--- config.mk ---
export PLATFORM = sky130hd
export DESIGN_NAME = nor_xnor_perm_seq
export DESIGN_NICKNAME = d
export VERILOG_FILES = /design/src/rtl/nor_xnor_perm_seq.sv
export SDC_FILE = /design/constraint.sdc
export NUM_CORES = 1
export LEC_CHECK = 0
export BUFFER_PORTS_ARGS = -buffer_cell sky130_fd_sc_hd__buf_4
export CAP_MARGIN = 20
export CORE_MARGIN = 5
export CORE_UTILIZATION = 60
export CTS_BUF_LIST = sky130_fd_sc_hd__clkbuf_2 sky130_fd_sc_hd__clkbuf_4 sky130_fd_sc_hd__clkbuf_8
export DETAILED_ROUTE_END_ITERATION = 10
export GPL_ROUTABILITY_DRIVEN = 0
export GPL_TIMING_DRIVEN = 0
export MAX_ROUTING_LAYER = met4
export PLACE_DENSITY = 0.85
export SYNTH_ARGS = -nofsm -noshare
export SYNTH_HDL_FRONTEND = slang
export SYNTH_SLANG_ARGS = --single-unit
--- constraint.sdc ---
create_clock -name clk -period 2.7 [get_ports clk]
set_input_delay 0.27 -clock clk [delete_from_list [all_inputs] [get_ports clk]]
set_output_delay 0.27 -clock clk [all_outputs]
set_load 0.03 [all_outputs]
--- src/rtl/nor_xnor_perm_seq.sv ---
// nor_xnor_perm_seq: iterative bitsliced 4-bit nonlinear permutation built on
// the NOR-XNOR primitive (a|b)^c. LANES nibbles are processed in parallel, and
// UNROLL rounds are applied per clock until STEPS rounds are done.
// Forward and inverse directions are supported. Both sides use valid/ready.
module nor_xnor_perm_seq #(
  parameter int unsigned LANES  = 16,
  parameter int unsigned STEPS  = 8,
  parameter int unsigned UNROLL = 1
) (
  input  logic                 clk,
  input  logic                 rst_n,
  input  logic                 in_valid,
  output logic                 in_ready,
  input  logic [4*LANES-1:0]   in_data,
  input  logic                 in_inv,
  output logic                 out_valid,
  input  logic                 out_ready,
  output logic [4*LANES-1:0]   out_data,
  output logic                 busy
);

  localparam int unsigned UNR_SAFE = (UNROLL == 0) ? 1 : UNROLL;
  localparam int unsigned ITERS    = (STEPS / UNR_SAFE == 0) ? 1 : STEPS / UNR_SAFE;
  localparam int unsigned CW       = $clog2(ITERS) + 1;
  localparam logic [CW-1:0] LAST   = CW'(ITERS - 1);

  generate
    if (UNROLL == 0 || STEPS == 0 || (STEPS % UNR_SAFE) != 0) begin : g_param_check
      $error("nor_xnor_perm_seq: STEPS must be >= 1 and a multiple of UNROLL");
    end
  endgenerate

  // Slice i holds bit i of every lane: s[i][j] = data[4*j+i].
  typedef logic [3:0][LANES-1:0] slices_t;

  typedef enum logic [1:0] {IDLE, RUN, DONE} state_t;

  function automatic slices_t to_slices(input logic [4*LANES-1:0] d);
    slices_t s;
    s = '0;
    for (int unsigned j = 0; j < LANES; j++)
      for (int unsigned i = 0; i < 4; i++)
        s[i][j] = d[4*j+i];
    return s;
  endfunction

  function automatic logic [4*LANES-1:0] from_slices(input slices_t s);
    logic [4*LANES-1:0] d;
    d = '0;
    for (int unsigned j = 0; j < LANES; j++)
      for (int unsigned i = 0; i < 4; i++)
        d[4*j+i] = s[i][j];
    return d;
  endfunction

  function automatic slices_t fwd_round(input slices_t s);
    slices_t r;
    r[0] = (s[0] | s[1]) ^ s[3];
    r[1] = s[0];
    r[2] = s[1];
    r[3] = s[2];
    return r;
  endfunction

  function automatic slices_t inv_round(input slices_t s);
    slices_t r;
    r[0] = s[1];
    r[1] = s[2];
    r[2] = s[3];
    r[3] = s[0] ^ (s[1] | s[2]);
    return r;
  endfunction

  state_t          state_q, state_nxt;
  slices_t         sl_q, sl_rnd;
  logic            inv_q;
  logic [CW-1:0]   cnt_q;
  logic            load, step, finish;

  // UNROLL rounds chained combinationally in the latched direction.
  always_comb begin
    sl_rnd = sl_q;
    for (int unsigned u = 0; u < UNROLL; u++)
      sl_rnd = inv_q ? inv_round(sl_rnd) : fwd_round(sl_rnd);
  end

  // Next-state and datapath control decode.
  always_comb begin
    state_nxt = state_q;
    load      = 1'b0;
    step      = 1'b0;
    finish    = 1'b0;
    case (state_q)
      IDLE: begin
        if (in_valid) begin
          load      = 1'b1;
          state_nxt = RUN;
        end
      end
      RUN: begin
        step = 1'b1;
        if (cnt_q == LAST) begin
          finish    = 1'b1;
          state_nxt = DONE;
        end
      end
      DONE: begin
        if (out_ready) state_nxt = IDLE;
      end
      default: state_nxt = IDLE;
    endcase
  end

  // FSM state register.
  always_ff @(posedge clk or negedge rst_n) begin
    if (!rst_n) state_q <= IDLE;
    else        state_q <= state_nxt;
  end

  // Working state, direction flag, round counter and result register.
  always_ff @(posedge clk or negedge rst_n) begin
    if (!rst_n) begin
      sl_q     <= '0;
      inv_q    <= 1'b0;
      cnt_q    <= '0;
      out_data <= '0;
    end else begin
      if (load) begin
        sl_q  <= to_slices(in_data);
        inv_q <= in_inv;
        cnt_q <= '0;
      end else if (step) begin
        sl_q  <= sl_rnd;
        cnt_q <= cnt_q + 1'b1;
      end
      if (finish) out_data <= from_slices(sl_rnd);
    end
  end

  // Status outputs registered from the next state, so out_ready never
  // reaches in_ready combinationally.
  always_ff @(posedge clk or negedge rst_n) begin
    if (!rst_n) begin
      in_ready  <= 1'b1;
      out_valid <= 1'b0;
      busy      <= 1'b0;
    end else begin
      in_ready  <= (state_nxt == IDLE);
      out_valid <= (state_nxt == DONE);
      busy      <= (state_nxt == RUN);
    end
  end

endmodule

### Word level (Yosys, flattened, before mapping)

Cells that the tools add are included.

| storage, ports and cells | value |
|---|---|
| bits of input ports | 69 |
| register bits after elaboration | 138 |
| output and inout port bits | 67 |
| logic and storage cells | 38 |

| cells by class | value |
|---|---|
| reduce and logical (&&, ||, !) cells | 3 |
| multiplexer cells | 14 |
| eq/ne operators | 5 |
| bitwise gates (word level) | 4 |
| add/subtract/negate cells | 1 |

Operator list:

| cell | number |
|---|---|
| $mux 64 | 3 |
| $or 16x16->16 | 2 |
| $xor 16x16->16 | 2 |
| $mux 4 | 2 |
| $mux 2 | 3 |
| $pmux 2 s3 | 1 |
| $mux 1 | 5 |
| $add 4x1->4 const B | 1 |
| $eq 2x1->1 const B | 2 |
| $eq 2x2->1 const B | 2 |
| $eq 4x3->1 const B | 1 |
| $logic_not 2->1 | 2 |
| $reduce_bool 2->1 | 1 |

### Longest topological paths before layout

Gate-level depths: netlist (run 1).

| logic depth | value |
|---|---|
| depth after elaboration | 5 |
| mapped depth | 6 |

### Least setup slack after synthesis (run 1)

Ideal clock, no wire load.

| path | value |
|---|---|
| kind | reg-to-reg |
| start | reg state_q[1] |
| end | reg out_data[0] |
| path buffers | 3 |
| required time | 2.573 ns |
| period minus slack after synthesis | 1.659 ns |
| setup slack | 1.041 ns |
| stages on the path, launching flop included | 7 |
| data arrival time | 1.532 ns |
| path through | dfrtp_1 > nor2b_1 > buf_2 > nor3b_2 > buf_6 > buf_6 > mux2_1 |

| on the way | value |
|---|---|
| cells in the longest elaborated chain, start to end | 2 |

Ends and longest elaborated chain:

| item | RTL line | text |
|---|---|---|
| start: declaration | 74 | `state_t state_q, state_nxt;` |
| start signal: assignment | 117 | `else state_q <= state_nxt;` |
| $eq 2x1->1 | 93 | `case (state_q)` |
| $mux 1 | 93 |  |
| end signal: assignment | 136 | `if (finish) out_data <= from_slices(sl_rnd);` |
| end: declaration | 18 | `output logic [4*LANES-1:0] out_data,` |

Every way passes these cells.
A chain may end at the register's enable or synchronous reset.

### Worst setup path in the final report (run 1)

| path | value |
|---|---|
| start | reg state_q[1] |
| end | reg out_data[11] |

Same word-level chain as after synthesis.

==> out/qor.txt, run 1 <==
status: complete, no violations
CTS tree: done
Area growth, synth to finish: 22.4%
sequential group share of total power: 34.0%
overall die area: 14,500 sq um
fraction of the yosys area taken by sequential cells: 47.3%
RSZ-0062 raised after global routing: no
area occupied by registers: 3450 sq um
Max Clock Skew: 0.00917 ns
number of buffers added for setup after CTS: 0
final instance area: 8930 sq um
proportion of layout cells with a drive suffix above 1: 32.7%
worst-path fanout max: 10
netlist area before placement: 7300 sq um
row count: 40
number of levels the H-tree was split into: 4
flop and latch count out of synthesis: 138
Post-DP HPWL: 14.6 mm
power dissipated by switching net loads: 0.00533 W
global-route wire length before repair: 33.1 mm
final worst path period need: 2.08 ns
worst slew slack as a fraction of its limit: 45.5%
net count of the mapped netlist: 715
drt first pass iters: 5
all-layer global routing usage: 30.3%
number of hold violations in the final report: 0
clock network latency to the later pin of the worst-skew pair: 0.45 ns
critical path capture point type: register
grt total ovfl: 0
detailed router's first-iteration violation count: 672
ANT nets after route: 0
most common cell type on the critical path: buf_6
Placement Cell Area: 8530 sq um
mean instance size in the synthesized netlist: 11.3 sq um
warning count from the yosys run: 0
largest net degree at the start of global routing: 102
Core Region: 12,000 sq um
number of endpoints failing setup at the final stage: 0
Startpoint Class: register
number of max-cap violations: 0
capturing point of the worst reg2reg path: out_data[11]
total number of vias: 6,074
Distinct cells, synth: 35
total length of routed wires: 21.0 mm
Die X: 120 um
Final Max Slew Viols: 0
clock-pin slew on the worst setup and hold paths: 0.07 ns
share of Yosys cell area claimed by the top area cell type: 47.0%
number of hold-repair buffers added at the cts stage: 1
height of the chip: 120 um
number of gates resized after CTS: 0
clock root buffer: clkbuf_8
Remaining DRCs: 0
IO Count: 136
reg-to-reg startpoint: state_q[1]
Leak Pwr: 4.06 nW
classification of the worst setup path: register to register
highest clock frequency the design can meet: 481 MHz
worst min-delay path startpoint: in_inv
footprint of the multi-input gates: 3520 sq um
clock network fraction of total power: 13.8%
Avg Vias per Cell: 6.32
critical-path cell with the highest stage delay: dfrtp_1
cell depth of the worst flop-to-flop path: 6
relative contribution of combinational cells to total power: 52.2%
worst hold path endpoint: inv_q
data arrival time of the worst path: 2.40 ns
wire length per cell: 21.9 um
effective utilization at floorplan: 61.0%
design internal power: 0.00699 W
min setup slack post-route: 0.622 ns
total power divided by cell area: 1380 nW/um^2
pin slew with the least headroom to its limit: 0.817 ns
Largest stage delay, worst path: 0.48 ns
diode insertion count for antenna repair: 0
switching share of power: 43.3%
Reg2Reg Setup Slack: 0.62 ns
number of I/O port buffers: 135
number of global-route vias before repair: 6,326
Post-Place Worst Slack: 0.672 ns
Worst Path Required: 3.02 ns
worst path cell trace: nor2b_1 -> buf_2 -> nor3b_2 -> buf_6 -> buf_6 -> mux2_1
maximum buffer depth of the clock tree: 2
number of clock sinks: 138
gate count of the mapped netlist: 645
Inserted Clock Buffers: 17
cell taking the most area after synthesis: dfrtp_1
total number of nets in the final design: 871
Critical Path Source: state_q[1]
Final Cycle Share: 77.0%
class of the most critical hold timing path: input pin to register
leading post-synthesis cells by cell area: dfrtp_1 47%, mux2_2 9.4%, mux2_1 5.9%, mux2i_1 4.5%, a221o_1 4.4%
Fillers: 817
number of antenna violations at the first check in global routing: 0
Hold Crit Depth: 2
maximum vdd ir drop: 0.000911 V
Post-Route Setup TNS: 0 ns
area by class of cell:
cell class | count | share of cell area (%)
timing repair buffer | 137 | 11.8
clock inverter | 12 | 1.39
buffer | 51 | 2.98
inverter | 16 | 0.673
clock buffer | 20 | 3.01
multi-input combinational | 440 | 39.4
sequential | 138 | 38.7
tap | 147 | 2.06
power groups by stage:
stage               Sequential [W]  Clock [W]  Combinational [W]
global route               0.00435    0.00180            0.00692
global placement           0.00408          0            0.00616
detailed placement         0.00417          0            0.00637
CTS                        0.00415    0.00169            0.00640
finish                     0.00419    0.00170            0.00643
floorplan                  0.00491          0            0.00347
routing by layer:
metal	part of all wire [%]	GRT usage (%)
met3	9.2	6.08
met1	40	39.1
met5	0	-
met4	4.1	14.3
met2	47	46.6
state kept, by name, indices dropped and copies added (netlist names):
name / cells
state_q: 2
out_valid: 1
sl_q: 64
in_ready: 1
cnt_q: 4
inv_q: 1
out_data: 64
busy: 1
placed cells by master, fill, tap and decap left out, types with 2 or more instances in the layout:
cell type,n
o32a_1,15
o21ai_0,30
nand3b_1,32
mux2_2,61
dfrtp_1,137
mux2_1,38
nand2b_1,33
nor3b_1,2
o21a_1,30
nand2_1,35
clkinv_2,5
buf_4,134
a21o_1,2
buf_6,9
clkinvlp_4,4
buf_1,6
a21oi_1,34
inv_1,16
bufinv_16,2
o211ai_1,15
o21ba_2,15
a221o_1,32
clkbuf_1,25
o21ai_1,5
mux2i_1,33
nor2_1,17
clkbuf_8,19
buf_2,12
how the worst max path moves through the flow:
stage                   end  slack, ns  depth (start not counted)
2_1_floorplan   out_data[0]       1.04                          6
3_3_place_gp   out_data[33]       0.73                          6
3_5_place_dp   out_data[11]       0.67                          6
4_1_cts        out_data[11]       0.66                          6
5_1_grt        out_data[11]       0.57                          6
6_report       out_data[11]       0.62                          6
cells in the mapped netlist:
cell / count
a221o_1: 32
o21ba_2: 15
or3b_1: 1
mux2i_1: 33
a21o_1: 2
mux2_2: 61
mux2_1: 38
nand4_1: 1
a22o_1: 1
o32a_1: 15
nor4b_1: 1
dfstp_2: 1
clkbuf_1: 25
nor2b_1: 1
nand2b_1: 33
nand3b_1: 32
nand2_1: 35
o21bai_1: 1
buf_1: 6
o21a_1: 30
a22oi_1: 1
nor3b_1: 2
a211o_1: 1
o211ai_1: 15
inv_1: 16
ha_1: 1
nor2_1: 17
o21ai_0: 30
buf_2: 12
a21boi_0: 1
buf_6: 8
a21oi_1: 34
nor3b_2: 1
o21ai_1: 5
dfrtp_1: 137
worst max-delay path, delay by kind of cell, from the launching register on:
| family | cells | cell delay, ns |
|---|---|---|
| buf+inv | 3 | 0.67 |
| flops | 1 | 0.48 |
| mux | 1 | 0.35 |
| simple gates | 2 | 0.45 |
stage by stage:
stage | instances | total power [W] | utilization, % | hold slack [ns]
floorplan | 645 | 0.00838 | - | -0.0256
global placement | 927 | 0.0102 | 71.0 | 0.468
detailed placement | 928 | 0.0105 | 71.3 | 0.196
CTS | 961 | 0.0122 | 74.6 | 0.0699
global route | 961 | 0.0131 | 74.6 | 0.0644
finish | 961 | 0.0123 | 74.6 | 0.0702
cell families after synthesis:
family          after synthesis  synth area share [%]
buf+inv                      67                  4.48
simple gates                124                  9.59
fa+ha+maj                     1                 0.171
flops                       138                  47.3
compound gates              183                  18.6
mux                         132                  19.8
Power figures use the tool's default switching activity.
==> inputs of run 2 (changes only) <==
--- a/config.mk
+++ b/config.mk
@@ -8,13 +8,13 @@
 export BUFFER_PORTS_ARGS = -buffer_cell sky130_fd_sc_hd__buf_4
 export CAP_MARGIN = 20
 export CORE_MARGIN = 5
-export CORE_UTILIZATION = 60
+export CORE_UTILIZATION = 58
 export CTS_BUF_LIST = sky130_fd_sc_hd__clkbuf_2 sky130_fd_sc_hd__clkbuf_4 sky130_fd_sc_hd__clkbuf_8
 export DETAILED_ROUTE_END_ITERATION = 10
 export GPL_ROUTABILITY_DRIVEN = 0
 export GPL_TIMING_DRIVEN = 0
 export MAX_ROUTING_LAYER = met4
-export PLACE_DENSITY = 0.85
+export PLACE_DENSITY = 0.83
 export SYNTH_ARGS = -nofsm -noshare
 export SYNTH_HDL_FRONTEND = slang
 export SYNTH_SLANG_ARGS = --single-unit
==> constraint.sdc (replaced) <==
create_clock -name clk -period 2.05 [get_ports clk]
set_input_delay 0.205 -clock clk [delete_from_list [all_inputs] [get_ports clk]]
set_output_delay 0.205 -clock clk [all_outputs]
set_load 0.03 [all_outputs]
==> out/qor.txt, run 2 (synthesis results as in run 1) <==
grt total ovfl: 0 (unchanged)
total power divided by cell area: 1800 nW/um^2 (+31%)
commonest non-fill, non-tap cells in the layout: 137 x dfrtp_1, 135 x buf_4, 61 x mux2_2
maximum vdd ir drop: 0.00104 V (+14%)
RSZ-0062 raised after global routing: no
row count: 41 (+2.5%)
data arrival time of the worst path: 2.35 ns (-0.05 ns)
Final Cycle Share: 95.7% (+19 points)
pin slew with the least headroom to its limit: 0.742 ns (-0.0752 ns)
number of I/O port buffers: 135 (unchanged)
clock-pin slew on the worst setup and hold paths: 0.08 ns (about the same)
Largest stage delay, worst path: 0.59 ns (+0.11 ns)
number of max-cap violations: 0 (unchanged)
critical path capture point type: register
number of endpoints failing setup at the final stage: 0 (unchanged)
maximum buffer depth of the clock tree: 2 (unchanged)
proportion of layout cells with a drive suffix above 1: 32.5% (-0.21 points)
Avg Vias per Cell: 6.21 (-1.7%)
Placement Cell Area: 8560 sq um (+0.37%)
overall die area: 14,900 sq um (+3.2%)
Inserted Clock Buffers: 17 (unchanged)
number of antenna violations at the first check in global routing: 0 (unchanged)
number of global-route vias before repair: 6,355 (+0.46%)
status: complete, no violations
IO Count: 136 (unchanged)
worst-path fanout max: 10 (unchanged)
ANT nets after route: 0 (unchanged)
worst slew slack as a fraction of its limit: 50.6% (+5.0 points)
total number of nets in the final design: 873 (+0.23%)
Die X: 122 um (+1.6%)
drt first pass iters: 6 (+1)
highest clock frequency the design can meet: 510 MHz (+5.9%)
Remaining DRCs: 0 (unchanged)
Core Region: 12,500 sq um (+4.2%)
post-layout total power: 0.0162 W (+31%)
Startpoint Class: register
Fillers: 898 (+9.9%)
number of clock sinks: 138 (unchanged)
detailed router's first-iteration violation count: 695 (+3.4%)
worst path cell trace: buf_2 -> buf_2 -> clkbuf_1 -> o21a_1 -> o21a_1 -> mux2_2
Post-Route Setup TNS: 0 ns (unchanged)
final instance area: 8970 sq um (+0.45%)
classification of the worst setup path: register to register
total number of vias: 6,118 (+0.72%)
tightest hold margin: 0.0286 ns (-0.0416 ns)
Worst Path Required: 2.44 ns (-0.58 ns)
largest net degree at the start of global routing: 76 (-25%)
number of levels the H-tree was split into: 4 (unchanged)
height of the chip: 122 um (+1.6%)
class of the most critical hold timing path: input pin to register
clock root buffer: clkbuf_8
Leak Pwr: 4.08 nW (+0.45%)
total length of routed wires: 21.2 mm (+0.94%)
wire length per cell: 21.5 um (-1.5%)
clock network latency to the later pin of the worst-skew pair: 0.46 ns (about the same)
global-route wire length before repair: 33.3 mm (+0.63%)
effective utilization at floorplan: 58.5% (-2.5 points)
Area growth, synth to finish: 22.9%
Buf+Inv Stages, Crit Path: 3 (unchanged)
cell class contributing the biggest share of worst-path delay: buffers and inverters
diode insertion count for antenna repair: 0 (unchanged)
Post-DP HPWL: 15.0 mm (+2.8%)
all-layer global routing usage: 30.2% (-0.15 points)
Final Max Slew Viols: 0 (unchanged)
critical-path cell with the highest stage delay: clkbuf_1
leading cell type in the layout, fill and taps excluded: dfrtp_1
largest registers in the final layout: out_data x64, sl_q x64, cnt_q x4
final worst path period need: 1.96 ns (-0.117 ns)
CTS tree: done
number of hold violations in the final report: 0 (unchanged)
Max Clock Skew: 0.0111 ns (+0.00191 ns)
[run 2: changes by cell type in the layout (fill, tap and decap cells not counted), moves of 3 or more]
| cell | previous run | this run |
|---|---|---|
| clkbuf_4 | 1 | 6 |
| clkbuf_8 | 19 | 22 |
| clkinv_2 | 5 | 1 |
| clkinvlp_4 | 4 | 0 |
[run 2: where the power goes]
part           internal (W)  leakage (nW)  switching [W]
clock               0.00117         0.199       0.000980
sequential          0.00415          1.65        0.00138
combinational       0.00393          2.23        0.00455
[run 2: stage by stage]
step / cells / setup slack (ns) / utilization [%]
2_1_floorplan: 645 / 0.391 / -
3_3_place_gp: 952 / 0.0545 / 68.4
3_5_place_dp: 953 / 0.0132 / 68.6
4_1_cts: 984 / 0.0388 / 71.9
5_1_grt: 985 / 0.00940 / 71.9
6_report: 985 / 0.0885 / 71.9
[run 2: layer usage]
metal	global-route usage (%)	part of all wire, %	vias up
li1	-	-	2685
met1	38.2	40	3020
met2	47.3	48	348
met3	5.76	8.6	65
met4	13.9	3.4	0
met5	-	0	-
[run 2: worst paths after layout]
check	endpoint	cells after the start	startpoint	slack (ns)
max	out_data[43]	6	inv_q	0.09
max reg2reg	out_data[43]	6	inv_q	0.09
min in group asynchronous	out_data[13]	2	rst_n	0.32
max in group asynchronous	in_ready	3	rst_n	0.95
min reg2reg	out_data[21]	1	out_data[21]	0.49
min	sl_q[19]	3	in_data[13]	0.03
[run 2: repair_timing]
action                     4_1_cts  5_1_grt
hold endpoints to repair        64        0
setup endpoints to repair        1       38
setup buffers                    0        1
hold buffers                     2        0
gates resized for setup          1        1
[run 2: area by class of cell]
| cell class | count | area [sq um] | area share [%] |
|---|---|---|---|
| Buffer | 51 | 269 | 3.00 |
| Clock buffer | 27 | 340 | 3.79 |
| Clock inverter | 2 | 35.0 | 0.391 |
| Inverter | 16 | 60.1 | 0.670 |
| Multi-Input combinational cell | 440 | 3520 | 39.3 |
| Sequential cell | 138 | 3450 | 38.5 |
| Tap cell | 172 | 215 | 2.40 |
| Timing Repair Buffer | 139 | 1070 | 12.0 |
[run 2: worst min-delay path, delay by kind of cell]
kind / cells / cell delay (ns)
AOI/OAI and AO/OA: 1 / 0.11
buffers and inverters: 1 / 0.08
muxes: 1 / 0.05
==> inputs of run 3 (changes only) <==
--- a/config.mk
+++ b/config.mk
@@ -5,6 +5,7 @@
 export SDC_FILE = /design/constraint.sdc
 export NUM_CORES = 1
 export LEC_CHECK = 0
+export ABC_AREA = 1
 export BUFFER_PORTS_ARGS = -buffer_cell sky130_fd_sc_hd__buf_4
 export CAP_MARGIN = 20
 export CORE_MARGIN = 5
==> out/qor.txt, run 3 <==
most used flip-flop cell after synthesis: dfrtp_1
number of buffers added for setup after CTS: 0 (unchanged)
leading cell type in the layout, fill and taps excluded: nand2_1
status: complete, no violations
all-layer global routing usage: 33.1% (+2.9 points)
cell taking the most area after synthesis: dfrtp_1
effective utilization at floorplan: 59.1% (+0.54 points)
number of global-route vias before repair: 7,294 (+15%)
tightest hold margin: 0.0440 ns (+0.0154 ns)
number of antenna violations at the first check in global routing: 0 (unchanged)
critical-path cell with the highest stage delay: o21ai_0
number of gates resized after CTS: 0 (-1)
height of the chip: 123 um (+0.80%)
Synth Area in Compound Gates: 7.94% (-11 points)
grt total ovfl: 0 (unchanged)
most instantiated cells after synthesis: 460 x nand2_1, 137 x dfrtp_1, 100 x nor2_1, 81 x inv_1, 65 x nand3_1
total number of vias: 7,606 (+24%)
most common cell type on the critical path: o21ai_0
post-synthesis async set-or-reset flop share: 100% (unchanged)
adder-cell area share of the yosys netlist: 0.169% (-0.0029 points)
row count: 41 (unchanged)
Inserted Clock Buffers: 17 (unchanged)
ANT nets after route: 0 (unchanged)
class of the most critical hold timing path: input pin to register
Distinct cells, synth: 25 (-29%)
leading post-synthesis cells by cell area: dfrtp_1 46%, nand2_1 23%, nor2_1 5.1%, nand3_1 4.4%, inv_1 4.1%
number of hold-repair buffers added at the cts stage: 3 (+1)
IO Count: 136 (unchanged)
global-route wire length before repair: 36.6 mm (+10%)
drt first pass iters: 6 (unchanged)
fraction of the yosys area taken by sequential cells: 46.5% (-0.81 points)
dominant combinational cell family by area after synthesis: simple AND/OR/NAND/NOR gates
largest net degree at the start of global routing: 97 (+28%)
flop and latch count out of synthesis: 138 (unchanged)
total number of nets in the final design: 1,273 (+46%)
Leak Pwr: 5.11 nW (+25%)
Final Max Slew Viols: 0 (unchanged)
Die X: 123 um (+0.80%)
maximum vdd ir drop: 0.000889 V (-14%)
number of hold violations in the final report: 0 (unchanged)
final worst path period need: 1.96 ns (+0.00168 ns)
Worst Path Required: 2.37 ns (-0.07 ns)
area share of xor/xnor cells in the synthesized design: 0% (unchanged)
total length of routed wires: 23.4 mm (+10%)
Largest stage delay, worst path: 0.69 ns (+0.10 ns)
number of clock sinks: 138 (unchanged)
number of endpoints failing setup at the final stage: 0 (unchanged)
largest registers in the final layout: out_data x64, sl_q x64, cnt_q x4
Avg Vias per Cell: 5.48 (-12%)
Startpoint Class: register
total power divided by cell area: 1800 nW/um^2 (+0.10%)
CTS tree: done
share of Yosys cell area claimed by the top area cell type: 46.2% (-0.81 points)
critical path capture point type: register
clock root buffer: clkbuf_8
overall die area: 15,200 sq um (+1.6%)
net count of the mapped netlist: 1,115 (+56%)
classification of the worst setup path: register to register
worst slew slack as a fraction of its limit: 45.7% (-4.9 points)
pin slew with the least headroom to its limit: 0.815 ns (+0.0728 ns)
mean instance size in the synthesized netlist: 7.10 sq um (-37%)
number of I/O port buffers: 135 (unchanged)
fraction of the mapped netlist area in simple logic gates: 35.8% (+26 points)
count leader, synth: nand2_1
wire length per cell: 16.8 um (-22%)
clock-pin slew on the worst setup and hold paths: 0.08 ns (about the same)
highest clock frequency the design can meet: 509 MHz (about the same)
worst-path fanout max: 10 (unchanged)
clock network latency to the later pin of the worst-skew pair: 0.47 ns (about the same)
Final Cycle Share: 95.8% (about the same)
netlist area before placement: 7420 sq um (+1.7%)
RSZ-0062 raised after global routing: no
warning count from the yosys run: 0 (unchanged)
number of enable flip-flop cells after synthesis: 0 (unchanged)
multiplexer fraction of the synthesized cell area: 0% (-20 points)
number of levels the H-tree was split into: 4 (unchanged)
detailed router's first-iteration violation count: 968 (+39%)
Area growth, synth to finish: 22.7%
number of max-cap violations: 0 (unchanged)
Core Region: 12,600 sq um (+0.82%)
commonest non-fill, non-tap cells in the layout: 460 x nand2_1, 140 x buf_4, 137 x dfrtp_1
Post-DP HPWL: 16.3 mm (+8.4%)
maximum buffer depth of the clock tree: 2 (unchanged)
proportion of layout cells with a drive suffix above 1: 20.9% (-12 points)
Max Clock Skew: 0.00875 ns (-0.00234 ns)
Remaining DRCs: 0 (unchanged)
data arrival time of the worst path: 2.29 ns (-0.06 ns)
diode insertion count for antenna repair: 0 (unchanged)
Post-Route Setup TNS: 0 ns (unchanged)
cell class contributing the biggest share of worst-path delay: compound AO/OA/AOI/OAI gates
worst path cell trace: buf_2 -> clkbuf_1 -> o21ai_0 -> nand2_1 -> nand3_1 -> o21ai_0
Buf+Inv Stages, Crit Path: 2 (-1)
gate count of the mapped netlist: 1,045 (+62%)
run 3: metrics by stage:
| stage | cell area [sq um] | cells | setup slack, ns | utilization (%) | total power [W] |
|---|---|---|---|---|---|
| 6_report | 9110 | 1388 | 0.0868 | 72.5 | 0.0164 |
| 5_1_grt | 9110 | 1388 | 0.173 | 72.5 | 0.0177 |
| 4_1_cts | 9110 | 1388 | 0.229 | 72.5 | 0.0163 |
| 3_5_place_dp | 8680 | 1353 | 0.259 | 69.1 | 0.0140 |
| 3_3_place_gp | 8650 | 1352 | 0.212 | 68.9 | 0.0138 |
| 2_1_floorplan | 7420 | 1045 | 0.734 | - | 0.0111 |
run 3: area by class of cell:
| class | count | area, sq um |
|---|---|---|
| plain buffers | 55 | 384 |
| clock inverters | 7 | 62.6 |
| inverters | 86 | 327 |
| well taps | 172 | 215 |
| clock buffers | 25 | 332 |
| multi-input cells | 766 | 3260 |
| fillers | 1092 | 3460 |
| flip-flops and latches | 138 | 3450 |
| repair buffers | 139 | 1070 |
run 3: worst paths after layout:
path	cells past startpoint	slack [ns]	start	to
worst max-delay path	6	0.09	inv_q	sl_q[45]
worst min-delay path	5	0.04	in_data[44]	sl_q[11]
worst max register to register	6	0.09	inv_q	sl_q[45]
worst min register to register	2	0.48	sl_q[61]	sl_q[61]
max in group asynchronous	3	1.00	rst_n	out_data[63]
min in group asynchronous	2	0.23	rst_n	out_data[30]
run 3: per-layer routing:
metal	vias up	share of wire, %	wire length (um)	global-route usage, %
met5	-	0	0	-
met4	0	5.0	1160	17.8
met3	106	11	2530	5.35
met2	512	45	10400	49.5
met1	3425	40	9240	43.5
li1	3563	-	-	-
run 3: power by group:
group	leakage [nW]	switching (W)	internal, W	total [W]
clock	0.208	0.00105	0.00117	0.00222
combinational	3.21	0.00620	0.00309	0.00929
sequential	1.69	0.000868	0.00405	0.00492
run 3: cell families (layout without fill, tap and decap cells):
group	after synthesis	count (layout)
AOI/OAI and AO/OA	104	104
buffers and inverters	141	312
adders and majority gates	1	1
and+or+nand+nor	661	661
DFF	138	138
run 3: worst min-delay path: stages:
cell	delay [ns]
buf_4	0.08
nor2_1	0.03
nor2_1	0.07
nand2_1	0.05
nand2_1	0.04
